`src/rtl/elastic_pipeline_buffer_if.sv`:
```
// Valid/ready beat channel between pipeline stages.
// The master drives data/valid and the slave drives ready.
interface elastic_pipeline_buffer_if #(
   parameter int DATA_WIDTH = 32
);
   logic [DATA_WIDTH-1:0] data;
   logic                  valid;
   logic                  ready;

   modport master (output data, output valid, input ready);
   modport slave  (input data, input valid, output ready);
endinterface

```
`src/rtl/elastic_pipeline_buffer.sv`:
```
// DEPTH-entry elastic buffer between two pipeline stages, with stall/flush control and occupancy status.
// Optional almost-full status output is enabled by defining PIPELINE_BUFFER_ALMOST_FULL_EN.
module elastic_pipeline_buffer #(
   parameter int DATA_WIDTH      = 32,
   parameter int DEPTH           = 2,
   parameter int CNT_WIDTH       = $clog2(DEPTH + 1),
   parameter int ALMOST_FULL_THR = DEPTH - 1
) (
   input  logic                      clk_i,
   input  logic                      rst_i,
   elastic_pipeline_buffer_if.slave  s_data,
   elastic_pipeline_buffer_if.master m_data,
   input  logic                      s_ctrl_stall,
   input  logic                      s_ctrl_flush,
   output logic                      s_status_busy,
   output logic [CNT_WIDTH-1:0]      s_status_count
`ifdef PIPELINE_BUFFER_ALMOST_FULL_EN
   ,
   output logic                      s_status_almost_full
`endif
);
   localparam int PTR_WIDTH = (DEPTH > 1) ? $clog2(DEPTH) : 1;
   localparam logic [PTR_WIDTH-1:0] LAST_PTR = PTR_WIDTH'(DEPTH - 1);
   localparam logic [CNT_WIDTH-1:0] FULL_CNT = CNT_WIDTH'(DEPTH);

   logic [DATA_WIDTH-1:0] r_mem [DEPTH];
   logic [PTR_WIDTH-1:0]  r_wr_ptr;
   logic [PTR_WIDTH-1:0]  r_rd_ptr;
   logic [CNT_WIDTH-1:0]  r_count;

   logic w_ready;
   logic w_valid;
   logic w_push;
   logic w_pop;

   function automatic logic [PTR_WIDTH-1:0] f_next_ptr(input logic [PTR_WIDTH-1:0] ptr);
      return (ptr == LAST_PTR) ? '0 : ptr + PTR_WIDTH'(1);
   endfunction

   // Ready ignores the downstream side so the upstream ready path stays registered-state only.
   assign w_ready = ~rst_i & ~s_ctrl_stall & ~s_ctrl_flush & (r_count < FULL_CNT);
   assign w_valid = (r_count != '0) & ~s_ctrl_stall & ~s_ctrl_flush;
   assign w_push  = s_data.valid & w_ready;
   assign w_pop   = w_valid & m_data.ready;

   assign s_data.ready   = w_ready;
   assign m_data.valid   = w_valid;
   assign m_data.data    = w_valid ? r_mem[r_rd_ptr] : '0;
   assign s_status_busy  = (r_count != '0);
   assign s_status_count = r_count;

`ifdef PIPELINE_BUFFER_ALMOST_FULL_EN
   assign s_status_almost_full = (int'(r_count) >= ALMOST_FULL_THR);
`endif

   always_ff @(posedge clk_i or posedge rst_i) begin
      if (rst_i) begin
         r_wr_ptr <= '0;
         r_rd_ptr <= '0;
         r_count  <= '0;
      end else if (s_ctrl_flush) begin
         r_wr_ptr <= '0;
         r_rd_ptr <= '0;
         r_count  <= '0;
      end else begin
         if (w_push) r_wr_ptr <= f_next_ptr(r_wr_ptr);
         if (w_pop)  r_rd_ptr <= f_next_ptr(r_rd_ptr);
         case ({w_push, w_pop})
            2'b10:   r_count <= r_count + CNT_WIDTH'(1);
            2'b01:   r_count <= r_count - CNT_WIDTH'(1);
            default: r_count <= r_count;
         endcase
      end
   end

   // Payload storage carries no reset; occupancy alone decides what is valid.
   always_ff @(posedge clk_i) begin
      if (w_push) r_mem[r_wr_ptr] <= s_data.data;
   end
endmodule

```
`src/flat_wrapper.sv`:
```
// flat-port wrapper written by rule: the top's interface ports become plain ports
module elastic_pipeline_buffer_flat 
#(
   parameter int DATA_WIDTH      = 32,
   parameter int DEPTH           = 2,
   parameter int CNT_WIDTH       = $clog2(DEPTH + 1),
   parameter int ALMOST_FULL_THR = DEPTH - 1
)
  (clk_i, rst_i, s_ctrl_stall, s_ctrl_flush, s_status_busy, s_status_count, s_data_data, s_data_valid, s_data_ready, m_data_data, m_data_valid, m_data_ready);
  elastic_pipeline_buffer_if #(.DATA_WIDTH(DATA_WIDTH)) s_data_i ();
  elastic_pipeline_buffer_if #(.DATA_WIDTH(DATA_WIDTH)) m_data_i ();
  input  logic clk_i;
  input  logic rst_i;
  input  logic s_ctrl_stall;
  input  logic s_ctrl_flush;
  output logic s_status_busy;
  output logic [CNT_WIDTH-1:0] s_status_count;
  input wire logic [$bits(s_data_i.data)-1:0] s_data_data;
  input wire logic [$bits(s_data_i.valid)-1:0] s_data_valid;
  output wire logic [$bits(s_data_i.ready)-1:0] s_data_ready;
  output wire logic [$bits(m_data_i.data)-1:0] m_data_data;
  output wire logic [$bits(m_data_i.valid)-1:0] m_data_valid;
  input wire logic [$bits(m_data_i.ready)-1:0] m_data_ready;
  assign s_data_i.data = s_data_data;
  assign s_data_i.valid = s_data_valid;
  assign s_data_ready = s_data_i.ready;
  assign m_data_data = m_data_i.data;
  assign m_data_valid = m_data_i.valid;
  assign m_data_i.ready = m_data_ready;
  elastic_pipeline_buffer #(.DATA_WIDTH(DATA_WIDTH), .DEPTH(DEPTH), .CNT_WIDTH(CNT_WIDTH), .ALMOST_FULL_THR(ALMOST_FULL_THR)) u_core (.clk_i(clk_i), .rst_i(rst_i), .s_data(s_data_i), .m_data(m_data_i), .s_ctrl_stall(s_ctrl_stall), .s_ctrl_flush(s_ctrl_flush), .s_status_busy(s_status_busy), .s_status_count(s_status_count));
endmodule
```
`config.mk`:
```
export PLATFORM = sky130hd
export DESIGN_NAME = elastic_pipeline_buffer_flat
export DESIGN_NICKNAME = d
export VERILOG_FILES = /design/src/rtl/elastic_pipeline_buffer_if.sv /design/src/rtl/elastic_pipeline_buffer.sv /design/src/flat_wrapper.sv
export SDC_FILE = /design/constraint.sdc
export NUM_CORES = 1
export LEC_CHECK = 0
export CORE_AREA = 10 10 87 89
export CTS_CLUSTER_SIZE = 25
export DETAILED_ROUTE_END_ITERATION = 7
export DIE_AREA = 0 0 97 99
export PLACE_DENSITY_LB_ADDON = 0.08
export REMOVE_ABC_BUFFERS = 1
export SETUP_SLACK_MARGIN = 0.1
export SYNTH_ARGS = -nofsm -noshare
export SYNTH_HDL_FRONTEND = slang
export SYNTH_SLANG_ARGS = --single-unit
```
`constraint.sdc`:
```
create_clock -name clk_i -period 2.88 [get_ports clk_i]
set_input_delay 0.432 -clock clk_i [delete_from_list [all_inputs] [get_ports clk_i]]
set_output_delay 0.432 -clock clk_i [all_outputs]
set_load 0.05 [all_outputs]
```
==> parameters.txt <==
Parameter                              Value

Status
  Outcome    completed

Route
  Count of unresolved DRC violations after routing    0
  Via-to-Cell Ratio    roughly 4.8
  Routed vias    1547
  Post-detailed-route count of antenna-violating nets    0
  Total detailed-routing wirelength    about 5.5 mm
  Number of iterations in the first detailed-routing pass    4
  Initial DRC Count    64
  DR WL/cell    17.1 µm

Synthesis
  Fraction of post-synthesis cell area in the top cell type by area    0.725
  Count of state elements after synthesis    just under 70
  Synthesized instance count    ~160
  Seq/Total Area, Yosys    0.763
  Average cell area after synthesis    ~17 µm²
  Post-synthesis instance area    around 2700 µm²
  Number of warning messages in the yosys log    0
  Leading cell types by total area after synthesis    sky130_fd_sc_hd__edfxtp_1 (72%), sky130_fd_sc_hd__mux2i_1 (13%), sky130_fd_sc_hd__nor2_1 (5.0%)
  Cell taking the most area after synthesis    sky130_fd_sc_hd__edfxtp_1
  Number of unique standard cell types used by synthesis    19

Cells and area
  Synthesis-to-finish area growth    53.4%
  Leading cell type in the layout, fill and taps excluded    sky130_fd_sc_hd__edfxtp_1
  Commonest cells after routing, fill and taps aside    sky130_fd_sc_hd__edfxtp_1 (64), sky130_fd_sc_hd__clkdlybuf4s50_1 (40), sky130_fd_sc_hd__buf_12 (35)
  Layout Nets    about 280
  Layout filler cell count    around 380
  Fraction of final layout cells sized beyond drive strength 1    0.245
  Multi-input combinational cell area    594 µm²
  Antenna cell count    0
  Reg area    ~2000 µm²
  Final cell utilization of the core    0.695

Global route
  Total grt overflow    0
  Wire length of the first global-routing pass    8.60 mm
  Number of global-route vias before repair    1699
  Number of antenna violations at the first check in global routing    0
  Global-route total usage across every layer    0.112
  Maximum number of pins on one net before global-route repair    34

Place
  Routability congestion estimate    just over 0.7
  Number of buffer cells added on primary ports    74

Power and ir drop
  Fraction of power spent switching nets    0.183
  Pwr dens    526 nW/µm²
  Portion of total power attributed to combinational logic    0.070
  Net load switching power    around 390 µW
  Share of total power in sequential cells    0.514
  Sum of internal, switching and leakage power    approximately 2.1 mW
  Cell Int Power    between 1.5 and 2 mW
  Pleak    ~1.4 nW
  Clk pwr share    0.416
  Worst voltage drop across the vdd grid    0.000480 V

Setup path
  Crit path max fanout    33
  Critical path start-end classification    primary input to output pin
  Worst Reg-to-Reg Cells    4
  Slowest cell on crit path    sky130_fd_sc_hd__clkdlybuf4s50_1
  Critical path's most frequent cell    sky130_fd_sc_hd__nor2_1
  Max stage delay on crit path    0.53 ns
  Register-to-Register Setup Slack    ~1.0 ns
  Setup crit end kind    output pin
  Kind of cell with the highest combined delay on the critical path    simple AND/OR/NAND/NOR gates
  Data required, critical path    roughly 2.5 ns
  CP startpoint kind    primary input
  Buf+Inv Stages, Crit Path    2
  Startpoint of the worst-slack reg-to-reg timing path    u_core.s_status_count[1]$_DFFE_PP0P_
  CP cell instances    clkdlybuf4s50_1 -> nor2_1 -> nand2_4 -> nor2_1 -> buf_12
  Destination of the worst register-to-register timing path    u_core.r_mem[0][19]$_DFFE_PP_
  Data arrival, critical path    1.93 ns

Floorplanning
  Count of boundary I/O pins    75
  Number of placement rows    28
  Core ar.    between 5000 and 6000 µm²
  Initial cell density of the core    0.453
  Die W    between 90 and 100 µm
  Chip Height    around 99 µm
  Overall die area    ~9600 µm²

Clock network
  Number of sinks handled by clock tree synthesis    a little under 70
  Root Driver    sky130_fd_sc_hd__clkbuf_8
  Number of buffers inserted by post-CTS setup repair    0
  CTS H-Tree Depth    3
  Cts bufs inserted    9
  CTS hold repair buffers    0
  Number of gates resized after CTS    0
  CTS tree    done
  Register clock-pin slew on the reported worst setup and hold paths    around 0.07 ns
  Maximum buffer depth of the clock tree    2
  Clock latency at the later pin of the worst-skew pair    between 0.3 and 0.4 ns

STA
  Setup violators final    0
  Achievable Freq    ~420 MHz
  Number of hold-slack violations in the final timing report    0
  Total negative slack for setup checks    0 ns
  Ratio of final minimum period to clock period    0.821
  Transition at the pin with the smallest max-transition slack    around 0.54 ns
  Unrepaired setup endpoints after global routing    false
  Max Slew Vio Count    0
  Relative slew slack    0.638
  Tmin final    around 2.4 ns
  Setup Skew    just under 0.006 ns

Job
  Maximum Capacitance Violations    0

Min path
  Path class of the lowest-slack min-delay path    primary input to asynchronous set/reset pin
## cells by family after synthesis
family | Yosys count | synth area share
and+or+nand+nor | 43 | 0.0765
DFF | 68 | 0.763
xor gates and xnor gates | 2 | 0.00944
AOI/OAI and AO/OA | 3 | 0.00708
muxes | 34 | 0.128
buffers and inverters | 9 | 0.0160
## final cells by class
type / count / area share
sequential: 68 / 0.498
timing repair buffer: 77 / 0.274
multi-input combinational: 82 / 0.146
clock buffer: 11 / 0.0323
clock inverter: 5 / 0.0246
tap: 75 / 0.0231
inverter: 2 / 0.00185
## synth_stat cells, drive strengths merged
cell	instances
nand4	1
o21ai	1
and3	1
edfxtp	64
nor2	35
xnor2	1
xor2	1
buf	7
a21oi	1
dfrtp	4
nand2	3
nor4	1
or2	1
inv	2
a21o	1
nand2b	1
mux2i	34
## routing by layer
metal	wire [µm]	part of all wire	vias up	global-route usage
met5	0	0	-	0
met4	44	0.0080	0	0.0443
li1	-	-	746	-
met1	2080	0.38	746	0.115
met2	2990	0.55	50	0.201
met3	365	0.067	5	0.0426
## sequential cells by signal (all words and copies together) (netlist names)
register and count:
u_core.r_mem 64, u_core.s_status_count 2, u_core.r_rd_ptr 1, u_core.r_wr_ptr 1
## per-stage QoR
step | setup slack, ns | hold WS (ns) | instances | area [µm²]
2_1_floorplan | -0.536 | 0.198 | 152 | 2620
3_3_place_gp | 0.552 | 0.603 | 304 | 3830
3_5_place_dp | 0.501 | 0.614 | 304 | 3830
4_1_cts | 0.472 | 0.391 | 320 | 4070
5_1_grt | 0.395 | 0.422 | 320 | 4070
6_report | 0.516 | 0.401 | 320 | 4070
## power by group through the flow
stage	Combinational, mW	Clock (mW)	Sequential [mW]
global route	0.158	0.949	1.10
floorplan	0.0507	0	1.13
CTS	0.151	0.911	1.10
finish	0.150	0.890	1.10
detailed placement	0.150	0	1.12
global placement	0.146	0	1.12
## how the worst max path moves through the flow
stage	end	startpoint	cells past startpoint	slack [ns]
after global routing	m_data_data[27]	s_ctrl_flush	5	0.39
after floorplan	u_core.r_mem[0][0]$_DFFE_PP_	u_core.s_status_count[1]$_DFFE_PP0P_	3	-0.54
after global placement	m_data_data[27]	s_ctrl_flush	5	0.55
final	m_data_data[26]	s_ctrl_flush	5	0.52
after CTS	m_data_data[26]	s_ctrl_flush	5	0.47
after detailed placement	m_data_data[26]	s_ctrl_flush	5	0.50
(Power assumes the default switching activity.)
